## config.mk

```make
export PLATFORM = sky130hd
export DESIGN_NAME = oport_tx_flat
export DESIGN_NICKNAME = d
export VERILOG_FILES = /design/src/rtl/oport_tx_pkg.sv /design/src/rtl/oport_tx_if.sv /design/src/rtl/oport_tx_rr_arb5.sv /design/src/rtl/oport_tx.sv /design/src/flat_wrapper.sv
export SDC_FILE = /design/constraint.sdc
export NUM_CORES = 1
export LEC_CHECK = 0
export ABC_AREA = 1
export BUFFER_PORTS_ARGS = -buffer_cell sky130_fd_sc_hd__buf_2
export CAP_MARGIN = 20
export CORE_AREA = 10 10 94 96
export CTS_BUF_LIST = sky130_fd_sc_hd__clkbuf_8
export DETAILED_ROUTE_END_ITERATION = 10
export DIE_AREA = 0 0 104 106
export PLACE_DENSITY = 0.78
export SLEW_MARGIN = 40
export SYNTH_ARGS = -nofsm -noshare
export SYNTH_HDL_FRONTEND = slang
export SYNTH_SLANG_ARGS = --single-unit
```

## constraint.sdc

```tcl
create_clock -name clk -period 3.4 [get_ports clk]
set_input_delay 0.34 -clock clk [delete_from_list [all_inputs] [get_ports clk]]
set_output_delay 0.34 -clock clk [all_outputs]
set_load 0.01 [all_outputs]
```

## src/rtl/oport_tx_pkg.sv

```systemverilog
// Shared definitions for the oport_tx output-port transmitter:
// flit geometry, flit-type encodings, port count and FSM states.
package oport_tx_pkg;

  localparam int NPORT    = 5;
  localparam int DATAW    = 17;
  localparam int VCH      = 1;
  localparam int VCHW     = 0;

  localparam int FLITW    = DATAW + 1;
  localparam int VCW      = VCHW + 1;
  localparam int NVC      = VCH + 1;

  localparam int TYPE_MSB = 17;
  localparam int TYPE_LSB = 16;
  localparam int TYPE_W   = TYPE_MSB - TYPE_LSB + 1;
  localparam int PAYW     = FLITW - TYPE_W;

  typedef enum logic [TYPE_W-1:0] {
    FT_BODY     = 2'b00,
    FT_HEAD     = 2'b01,
    FT_TAIL     = 2'b10,
    FT_HEADTAIL = 2'b11
  } flit_type_e;

  typedef enum logic {
    ST_IDLE   = 1'b0,
    ST_ACTIVE = 1'b1
  } state_e;

  // Flits that may open a packet (and so may win arbitration in IDLE).
  function automatic logic is_head(input flit_type_e t);
    return (t == FT_HEAD) || (t == FT_HEADTAIL);
  endfunction

  // Round-robin pointer increment over ports 0..4.
  function automatic logic [2:0] ptr_inc(input logic [2:0] p);
    return (p == 3'd4) ? 3'd0 : p + 3'd1;
  endfunction

endpackage

```

## src/rtl/oport_tx_if.sv

```systemverilog
// Upstream request/flit bus, downstream credit/lock and flit output of
// one router output port. slave = the transmitter, master = its environment.
interface oport_tx_if;
  import oport_tx_pkg::*;

  logic [NPORT-1:0]       req;
  logic [NPORT*FLITW-1:0] idata;
  logic [NPORT*VCW-1:0]   ivch;
  logic [NPORT-1:0]       grt;
  logic [NVC-1:0]         irdy;
  logic [NVC-1:0]         ilck;
  logic [FLITW-1:0]       odata;
  logic                   ovalid;
  logic [VCW-1:0]         ovch;

  modport slave (
    input  req, idata, ivch, irdy, ilck,
    output grt, odata, ovalid, ovch
  );

  modport master (
    output req, idata, ivch, irdy, ilck,
    input  grt, odata, ovalid, ovch
  );

endinterface

```

## src/rtl/oport_tx_rr_arb5.sv

```systemverilog
// Five-way round-robin search: first eligible input at or above ptr,
// wrapping 4->0. ptr is always kept in 0..4 by the caller.
module rr_arb5
  import oport_tx_pkg::*;
(
  input  logic [NPORT-1:0] elig,
  input  logic [2:0]       ptr,
  output logic [NPORT-1:0] gnt
);

  logic [3:0] pos;
  logic       found;

  // Walk the five positions starting at ptr; the first hit wins.
  always_comb begin
    gnt   = '0;
    pos   = '0;
    found = 1'b0;
    for (int k = 0; k < NPORT; k++) begin
      pos = {1'b0, ptr} + 4'(k);
      if (pos >= 4'd5) pos = pos - 4'd5;
      if (!found && elig[pos[2:0]]) begin
        gnt[pos[2:0]] = 1'b1;
        found         = 1'b1;
      end
    end
  end

endmodule

```

## src/rtl/oport_tx.sv

```systemverilog
// Output-port transmitter: arbitrates five input channels onto one
// downstream link with packet-level (wormhole) ownership and per-VC
// ready/lock, and registers the forwarded flit.
// Optional: define OPORT_TX_STAT_EN to add the flit_cnt statistics port.
//
//   state     | meaning
//   ----------+--------------------------------------------------------
//   ST_IDLE   | no packet open; heads arbitrated round-robin from ptr
//   ST_ACTIVE | packet open for input owner on vch_r; only owner served
module oport_tx
  import oport_tx_pkg::*;
#(
  parameter int ROUTERID = 0,
  parameter int PCHID    = 0
)(
  input  logic      clk,
  input  logic      rst_,
  oport_tx_if.slave bus,
  output logic      busy
`ifdef OPORT_TX_STAT_EN
  ,
  output logic [31:0] flit_cnt
`endif
);

  // Identifiers only tag the instance for trace; reject nonsense values early.
  if (ROUTERID < 0 || PCHID < 0) begin : g_bad_id
    $error("oport_tx: ROUTERID and PCHID must be non-negative");
  end

  state_e           state_q, state_d;
  logic [2:0]       owner_q, owner_d;
  logic [2:0]       ptr_q, ptr_d;
  logic [VCW-1:0]   vch_r_q, vch_r_d;
  logic [FLITW-1:0] odata_q, odata_d;
  logic             ovalid_q, ovalid_d;
  logic [VCW-1:0]   ovch_q, ovch_d;

  logic [FLITW-1:0] port_flit [NPORT];
  logic [VCW-1:0]   port_vc   [NPORT];
  flit_type_e       port_type [NPORT];
  logic [NPORT-1:0] elig;
  logic [NPORT-1:0] arb_gnt;
  logic [NPORT-1:0] grt_c;
  logic [2:0]       sel_idx;
  logic [FLITW-1:0] sel_flit;
  logic [VCW-1:0]   sel_vc;
  flit_type_e       sel_type;

  // Unpack the per-input buses and decide which heads may open a packet.
  always_comb begin
    for (int i = 0; i < NPORT; i++) begin
      port_flit[i] = bus.idata[i*FLITW +: FLITW];
      port_vc[i]   = bus.ivch[i*VCW +: VCW];
      port_type[i] = flit_type_e'(port_flit[i][TYPE_MSB:TYPE_LSB]);
      elig[i]      = bus.req[i] && is_head(port_type[i]) &&
                     bus.irdy[port_vc[i]] && !bus.ilck[port_vc[i]];
    end
  end

  rr_arb5 u_arb (
    .elig (elig),
    .ptr  (ptr_q),
    .gnt  (arb_gnt)
  );

  // Grant selection, FSM next state and next output flit.
  always_comb begin
    grt_c    = '0;
    sel_idx  = '0;
    sel_flit = '0;
    sel_vc   = '0;
    state_d  = state_q;
    owner_d  = owner_q;
    ptr_d    = ptr_q;
    vch_r_d  = vch_r_q;

    if (!rst_) begin
      if (state_q == ST_IDLE) grt_c = arb_gnt;
      else grt_c[owner_q] = bus.req[owner_q] & bus.irdy[vch_r_q];
    end

    for (int i = 0; i < NPORT; i++) begin
      if (grt_c[i]) begin
        sel_idx  = 3'(i);
        sel_flit = port_flit[i];
        sel_vc   = port_vc[i];
      end
    end
    sel_type = flit_type_e'(sel_flit[TYPE_MSB:TYPE_LSB]);

    if (|grt_c) begin
      if (state_q == ST_IDLE) begin
        ptr_d   = ptr_inc(sel_idx);
        vch_r_d = sel_vc;
        if (sel_type == FT_HEAD) begin
          state_d = ST_ACTIVE;
          owner_d = sel_idx;
        end
      end else begin
        // Body of an open packet travels on the VC captured at its head.
        sel_vc = vch_r_q;
        if (sel_type == FT_TAIL) state_d = ST_IDLE;
      end
    end

    ovalid_d = |grt_c;
    odata_d  = (|grt_c) ? sel_flit : '0;
    ovch_d   = (|grt_c) ? sel_vc : '0;
  end

  // FSM and output register.
  always_ff @(posedge clk) begin
    if (rst_) begin
      state_q  <= ST_IDLE;
      owner_q  <= '0;
      ptr_q    <= '0;
      vch_r_q  <= '0;
      odata_q  <= '0;
      ovalid_q <= 1'b0;
      ovch_q   <= '0;
    end else begin
      state_q  <= state_d;
      owner_q  <= owner_d;
      ptr_q    <= ptr_d;
      vch_r_q  <= vch_r_d;
      odata_q  <= odata_d;
      ovalid_q <= ovalid_d;
      ovch_q   <= ovch_d;
    end
  end

  assign bus.grt    = grt_c;
  assign bus.odata  = odata_q;
  assign bus.ovalid = ovalid_q;
  assign bus.ovch   = ovch_q;
  assign busy       = (state_q == ST_ACTIVE);

`ifdef OPORT_TX_STAT_EN
  logic [31:0] flit_cnt_q, flit_cnt_d;

  // Count every forwarded flit; wraps naturally at 2^32.
  always_comb begin
    flit_cnt_d = flit_cnt_q + 32'(ovalid_q);
  end

  // Statistics counter register.
  always_ff @(posedge clk) begin
    if (rst_) flit_cnt_q <= '0;
    else      flit_cnt_q <= flit_cnt_d;
  end

  assign flit_cnt = flit_cnt_q;
`endif

endmodule

```

## src/flat_wrapper.sv

```systemverilog
// flat-port wrapper written by rule: the top's interface ports become plain ports
module oport_tx_flat import oport_tx_pkg::*;
#(
  parameter int ROUTERID = 0,
  parameter int PCHID    = 0
)
  (clk, rst_, busy, bus_req, bus_idata, bus_ivch, bus_irdy, bus_ilck, bus_grt, bus_odata, bus_ovalid, bus_ovch);
  oport_tx_if bus_i ();
  input  logic clk;
  input  logic rst_;
  output logic busy;
  input wire logic [$bits(bus_i.req)-1:0] bus_req;
  input wire logic [$bits(bus_i.idata)-1:0] bus_idata;
  input wire logic [$bits(bus_i.ivch)-1:0] bus_ivch;
  input wire logic [$bits(bus_i.irdy)-1:0] bus_irdy;
  input wire logic [$bits(bus_i.ilck)-1:0] bus_ilck;
  output wire logic [$bits(bus_i.grt)-1:0] bus_grt;
  output wire logic [$bits(bus_i.odata)-1:0] bus_odata;
  output wire logic [$bits(bus_i.ovalid)-1:0] bus_ovalid;
  output wire logic [$bits(bus_i.ovch)-1:0] bus_ovch;
  assign bus_i.req = bus_req;
  assign bus_i.idata = bus_idata;
  assign bus_i.ivch = bus_ivch;
  assign bus_i.irdy = bus_irdy;
  assign bus_i.ilck = bus_ilck;
  assign bus_grt = bus_i.grt;
  assign bus_odata = bus_i.odata;
  assign bus_ovalid = bus_i.ovalid;
  assign bus_ovch = bus_i.ovch;
  oport_tx #(.ROUTERID(ROUTERID), .PCHID(PCHID)) u_core (.clk(clk), .rst_(rst_), .bus(bus_i), .busy(busy));
endmodule
```

## Word-level counts from Yosys, hierarchy flattened

Cells that the tools add are included.

- $add $sub $neg: 10
- $mul: 0
- Div/mod/pow operators: 0
- $lt $le $gt $ge: 23
- Eq/ne operators: 13
- Shift-type cells: 0
- Mux-type cells: 81
- Bitwise logic cells: 8
- Reduce and logical (&&, ||, !) cells: 43

Operators by type and width:

| operator | count |
|---|---|
| two-way mux 18 bit | 5 |
| two-way mux 1 bit | 48 |
| two-way mux 5 bit | 7 |
| logical AND 1 bit | 25 |
| < comparator 3 x 4 -> 1 bit (second input constant) | 6 |
| two-way mux 3 bit | 7 |
| bitwise OR 5 bit | 4 |
| binary-select mux 1 bit (select 3 bit) | 6 |
| demux 1 bit (select 3 bit) | 6 |
| >= comparator 3 x 1 -> 1 bit (second input constant) | 6 |
| >= comparator 4 x 3 -> 1 bit (second input constant) | 4 |
| subtractor 3 bit (second input constant) | 5 |
| == test 2 x 1 -> 1 bit (second input constant) | 6 |
| == test 2 bit (second input constant) | 6 |
| < comparator 1 x 2 -> 1 bit (second input constant) | 6 |
| logical NOT 1 bit | 9 |
| adder 3 x 2 -> 4 bit (second input constant) | 2 |
| bitwise AND 5 bit | 1 |
| logical OR 1 bit | 5 |
| OR reduction 5 bit | 1 |
| adder 3 x 1 -> 4 bit (second input constant) | 1 |
| adder 3 x 3 -> 4 bit (second input constant) | 1 |
| two-way mux 2 bit | 2 |
| adder 3 x 1 -> 3 bit (second input constant) | 1 |
| other kinds (7) | 8 |

- Bits in registers: 28
- Bits in latches: 0
- RAM bits: 0
- Memory bits (read-only): 0
- Output and inout port bits: 26
- Word-level logic and storage cells: 185
- Memories: 0

## Longest topological paths before layout

- Depth in word-level cells: 30
- Mapped depth: 27
- Mapped depth without buffers: 27

## Hierarchy

From an unflattened synthesis, not the netlist that was laid out.

- Cell total of the unflattened synthesis: 539
- Area, all modules: 3337.0 um2

By module, submodules not included:

| module | times used | cells an instance | area an instance (um2) |
|---|---|---|---|
| oport_tx | 1 | 321 | 2031.9 |
| rr_arb5 | 1 | 218 | 1305.0 |

## Least setup slack after synthesis

Ideal clock, no wire load.

- Kind: register to output
- Start point: register u_core.ptr_q[0]
- End point: output port bus_grt[4]
- Arrival time: 2.899 ns
- Data required time: 3.060 ns
- Setup slack: 0.161 ns
- Stages on the path, launching flop included: 23
- Buffers on the path: 4
- Path through: dfxtp_1 -> inv_2 -> ha_1 -> ha_1 -> buf_2 -> nand2_1 -> nand3_1 -> nand2_2 -> nand2_1 -> nand2_1 -> nand2_1 -> nand2_1 -> nand2_1 -> nand2_2 -> nand2_1 -> nor2_4 -> nand3_1 -> nand3_2 -> nand2_2 -> inv_2 -> buf_4 -> buf_4 -> buf_4

- Longest elaborated chain between the ends: 19
- Elaborated cells between the ends (all ways): 77

Ends and longest elaborated chain:

| element | line | text |
|---|---|---|
| from (decl) | oport_tx.sv:33 | `logic [2:0] ptr_q, ptr_d;` |
| from (signal assigned) | oport_tx.sv:125 | `ptr_q <= ptr_d;` |
| branches (longest 16 deep; another with adder 3 x 1 -> 4 bit) | - |  |
| two-way mux 5 bit * | oport_tx_rr_arb5.sv:22 | `if (!found && elig[pos[2:0]]) begin` |
| two-way mux 5 bit * | oport_tx.sv:79 | `if (state_q == ST_IDLE) grt_c = arb_gnt;` |
| two-way mux 5 bit * | oport_tx.sv:78 | `if (!rst_) begin` |
| to (decl) | flat_wrapper.sv:17 | `output wire logic [$bits(bus_i.grt)-1:0] bus_grt;` |

Every way passes the cells marked *. The select of a mux whose other input is x is not followed.

## Final worst setup path

- Start point: register u_core.ptr_q[0]
- End point: output port bus_grt[1]

The elaborated chain is that of the path after synthesis.

==> flow_metrics.tcl <==
set metrics [dict create \
    status "completed" \
    arrival_ns 2.95 \
    path_clk_slew_ns 0.11 \
    max_slew.worst_pin.slew_ns 0.503 \
    synthMuxAreaShare_pct 0 \
    grt_pass1_wl_um 18700 \
    n_antenna_cell 0 \
    io-pin-count 132 \
    design_area_um2 4220 \
    synth_compound_area_share_pct 9.18 \
    avgSynthCellArea_um2 5.76 \
    final_cell_mix "nand2_1, buf_2, nand3_1" \
    drive_gt1_share_pct 36.5 \
    ys_ff_latch 28 \
    required_ns 3.06 \
    synthCells 530 \
    hold_violations 0 \
    clock_latency_ns 0.28 \
    synth-warning-count 0 \
    clock_skew_ns 0.00909 \
    cp_max_fo 7 \
    crit_chain "inv_4 > ha_1 > inv_1 > fa_2 > inv_2 > buf_4 > nand3_1 > nand2_2 > nand2_1 > nand2_1 > nand2_1 > nand2_1 > nand2_1 > nand2_1 > nand3_4 > nor2_4 > nand2_1 > nand3_2 > nand2_4 > clkinv_4 > buf_2" \
    drt-vias-per-instance 5.29 \
    drt-initial-drc-count 389 \
    synthTopCellsByArea "nand2_1, dfxtp_1, nand3_1" \
    period_share_pct 96.9 \
    syn_nets 646 \
    crit_cells 21 \
    reg2reg_depth 25 \
    grt_pass1_vias 3976 \
    rr_endpoint "u_core.owner_q[0]" \
    synth-simple-area-share_pct 57.1 \
    synth-adder-area-share_pct 4.34 \
    dr.pass1.iters 7 \
    die_h_um 106 \
    cts_tree "done" \
    cp_slowest_stage_delay_ns 0.35 \
    gp_congestion 0.986 \
    hp-class "primary input to register" \
    whs_endpoint "u_core.bus.odata[1]" \
    crit_top_cell "nand2_1" \
    cts_max_path_buffers 2 \
    slew_viol_final 0 \
    num-fill-cells 661 \
    htreeDepth 1 \
    ir_drop_mv 0.487 \
    fin_tns_setup_ns 0 \
    relSlewSlack_pct 66.5 \
    cts_buffers 3 \
    port_buffers 131 \
    antenna_found_initial 0 \
    cap_viol_max_count 0 \
    clockRootBuffer "clkbuf_8" \
    synth.top_cell.area_share_pct 24.3 \
    hold_slack_ns 0.252 \
    path_class "register to output pin" \
    synth_cell_type_count 35 \
    fmax_mhz 304 \
    layout-area-overhead-vs-synth_pct 38.1 \
    finalSetupViolCount 0 \
    regToRegStartpoint "u_core.ptr_q[0]" \
    wl_per_cell_um 15.7 \
    drc 0 \
    fp.dieArea_um2 11000 \
    place_hpwl_um 9760 \
    power_mw 4.44 \
    grt_max_degree 19 \
    placed_area_um2 3840 \
    path_delay_family "simple AND/OR/NAND/NOR gates" \
    nNetsFinal 799 \
    min_period_ns 3.29 \
    synth.largest_area_cell "nand2_1" \
    pwr_density_cell_nw_per_um2 1050 \
    cp-end-kind "output pin" \
    path_buf_inv 6 \
    fp-row-count 31 \
    synth_top_family_by_area "simple AND/OR/NAND/NOR gates" \
    grt_util_all_layers_pct 19.7 \
    synth_xor_area_share_pct 1.39 \
    layout_commonest_cell "nand2_1" \
    grt_overflow 0 \
    vias 4129 \
    leakagePower_nw 2.40 \
    drtAntennaViolNets 0 \
    core_area_um2 7060 \
    hold_depth 3 \
    startpoint "u_core.ptr_q[0]" \
    syn_area_um2 3050 \
    crit_path_start_kind "register" \
    hp-start "bus_idata[37]" \
    routed_wl_um 12200 \
    die_w_um 104 \
    cpMaxStageDelayCell "dfxtp_2" \
    regToRegSetupSlack_ns 0.14 \
    synth_seq_area_share_pct 18.4 \
    clock_sinks 28 \
    initial_core_util_pct 43.3 \
]
[cell type report]
type | instances | area, um2 | share of cell area (%)
Inverter | 61 | 274 | 6.50
Timing Repair Buffer | 159 | 891 | 21.1
Sequential cell | 28 | 567 | 13.4
Tap cell | 99 | 124 | 2.94
Clock buffer | 3 | 41.3 | 0.979
Clock inverter | 1 | 30.0 | 0.712
Multi-Input combinational cell | 430 | 2290 | 54.3
[cells in the mapped netlist]
cell type / count
nand3_4: 2
o21bai_1: 1
buf_2: 6
nand2_2: 18
ha_1: 9
o21ai_0: 2
o21ai_2: 1
xor2_2: 1
xor2_1: 2
buf_4: 4
clkbuf_1: 1
fa_1: 1
nand3_2: 8
o22ai_1: 1
o221ai_1: 2
inv_1: 42
clkinv_1: 1
a221o_1: 6
a21oi_2: 1
a21oi_1: 18
dfxtp_1: 28
o21a_1: 5
o21ai_1: 5
xnor2_1: 1
nor2_4: 4
nand2_1: 198
nand2_4: 6
nor3_1: 6
nand3_1: 61
nor2_1: 46
inv_2: 18
nand4_1: 16
o2111ai_1: 1
nor2_2: 5
nand3b_1: 3
[layer usage]
layer	share of wire [%]	track usage (%)	up-vias	routed length (um)
met5	0	0	-	0
li1	-	-	2012	-
met2	50	35.0	239	6070
met3	8.0	3.50	43	978
met1	39	23.4	1835	4800
met4	3.2	6.66	0	391
[power by group]
group	total, mW	internal (mW)	switching, mW
registers	0.552	0.485	0.0665
logic	3.62	1.37	2.25
clock network	0.269	0.158	0.112
[registers in the layout, summed over array words and instances, names as in the netlist]
signal	cells
u_core.ptr_q	3
u_core.owner_q	3
u_core.bus.ovch	1
u_core.busy	1
u_core.bus.ovalid	1
u_core.bus.odata	18
u_core.vch_r_q	1
[per-stage QoR]
step	cells	worst slack, ns	utilization, %
global placement	758	0.181	54.4
finish	781	0.105	59.7
global route	781	-0.0443	59.7
floorplan	530	0.161	-
detailed placement	758	0.0114	54.4
CTS	762	0.0130	55.8
[timing repair]
action                                  CTS  global route
hold buffers                              0             0
pin swaps                                 0            17
endpoints found under the setup margin    7            28
gates resized for setup                   8            41
setup buffers                             0            19
[how the worst max path moves through the flow]
| stage | endpoint | slack (ns) |
|---|---|---|
| 6_report | bus_grt[1] | 0.11 |
| 5_1_grt | u_core.owner_q[0] | -0.04 |
| 3_3_place_gp | u_core.owner_q[2] | 0.18 |
| 3_5_place_dp | u_core.owner_q[2] | 0.01 |
| 2_1_floorplan | bus_grt[4] | 0.16 |
| 4_1_cts | bus_grt[0] | 0.01 |
[cell families (layout without fill, tap and decap cells)]
group,count (synthesis),count (layout)
simple gates,373,373
flops,28,28
compound gates,43,43
fa+ha+maj,10,10
buf+inv,72,224
xor+xnor,4,4
[tightest hold or removal path: stages]
cell     delay [ns]
buf_2          0.07
a21oi_1        0.05
nand3_1        0.05
Power figures use the tool's default switching activity.
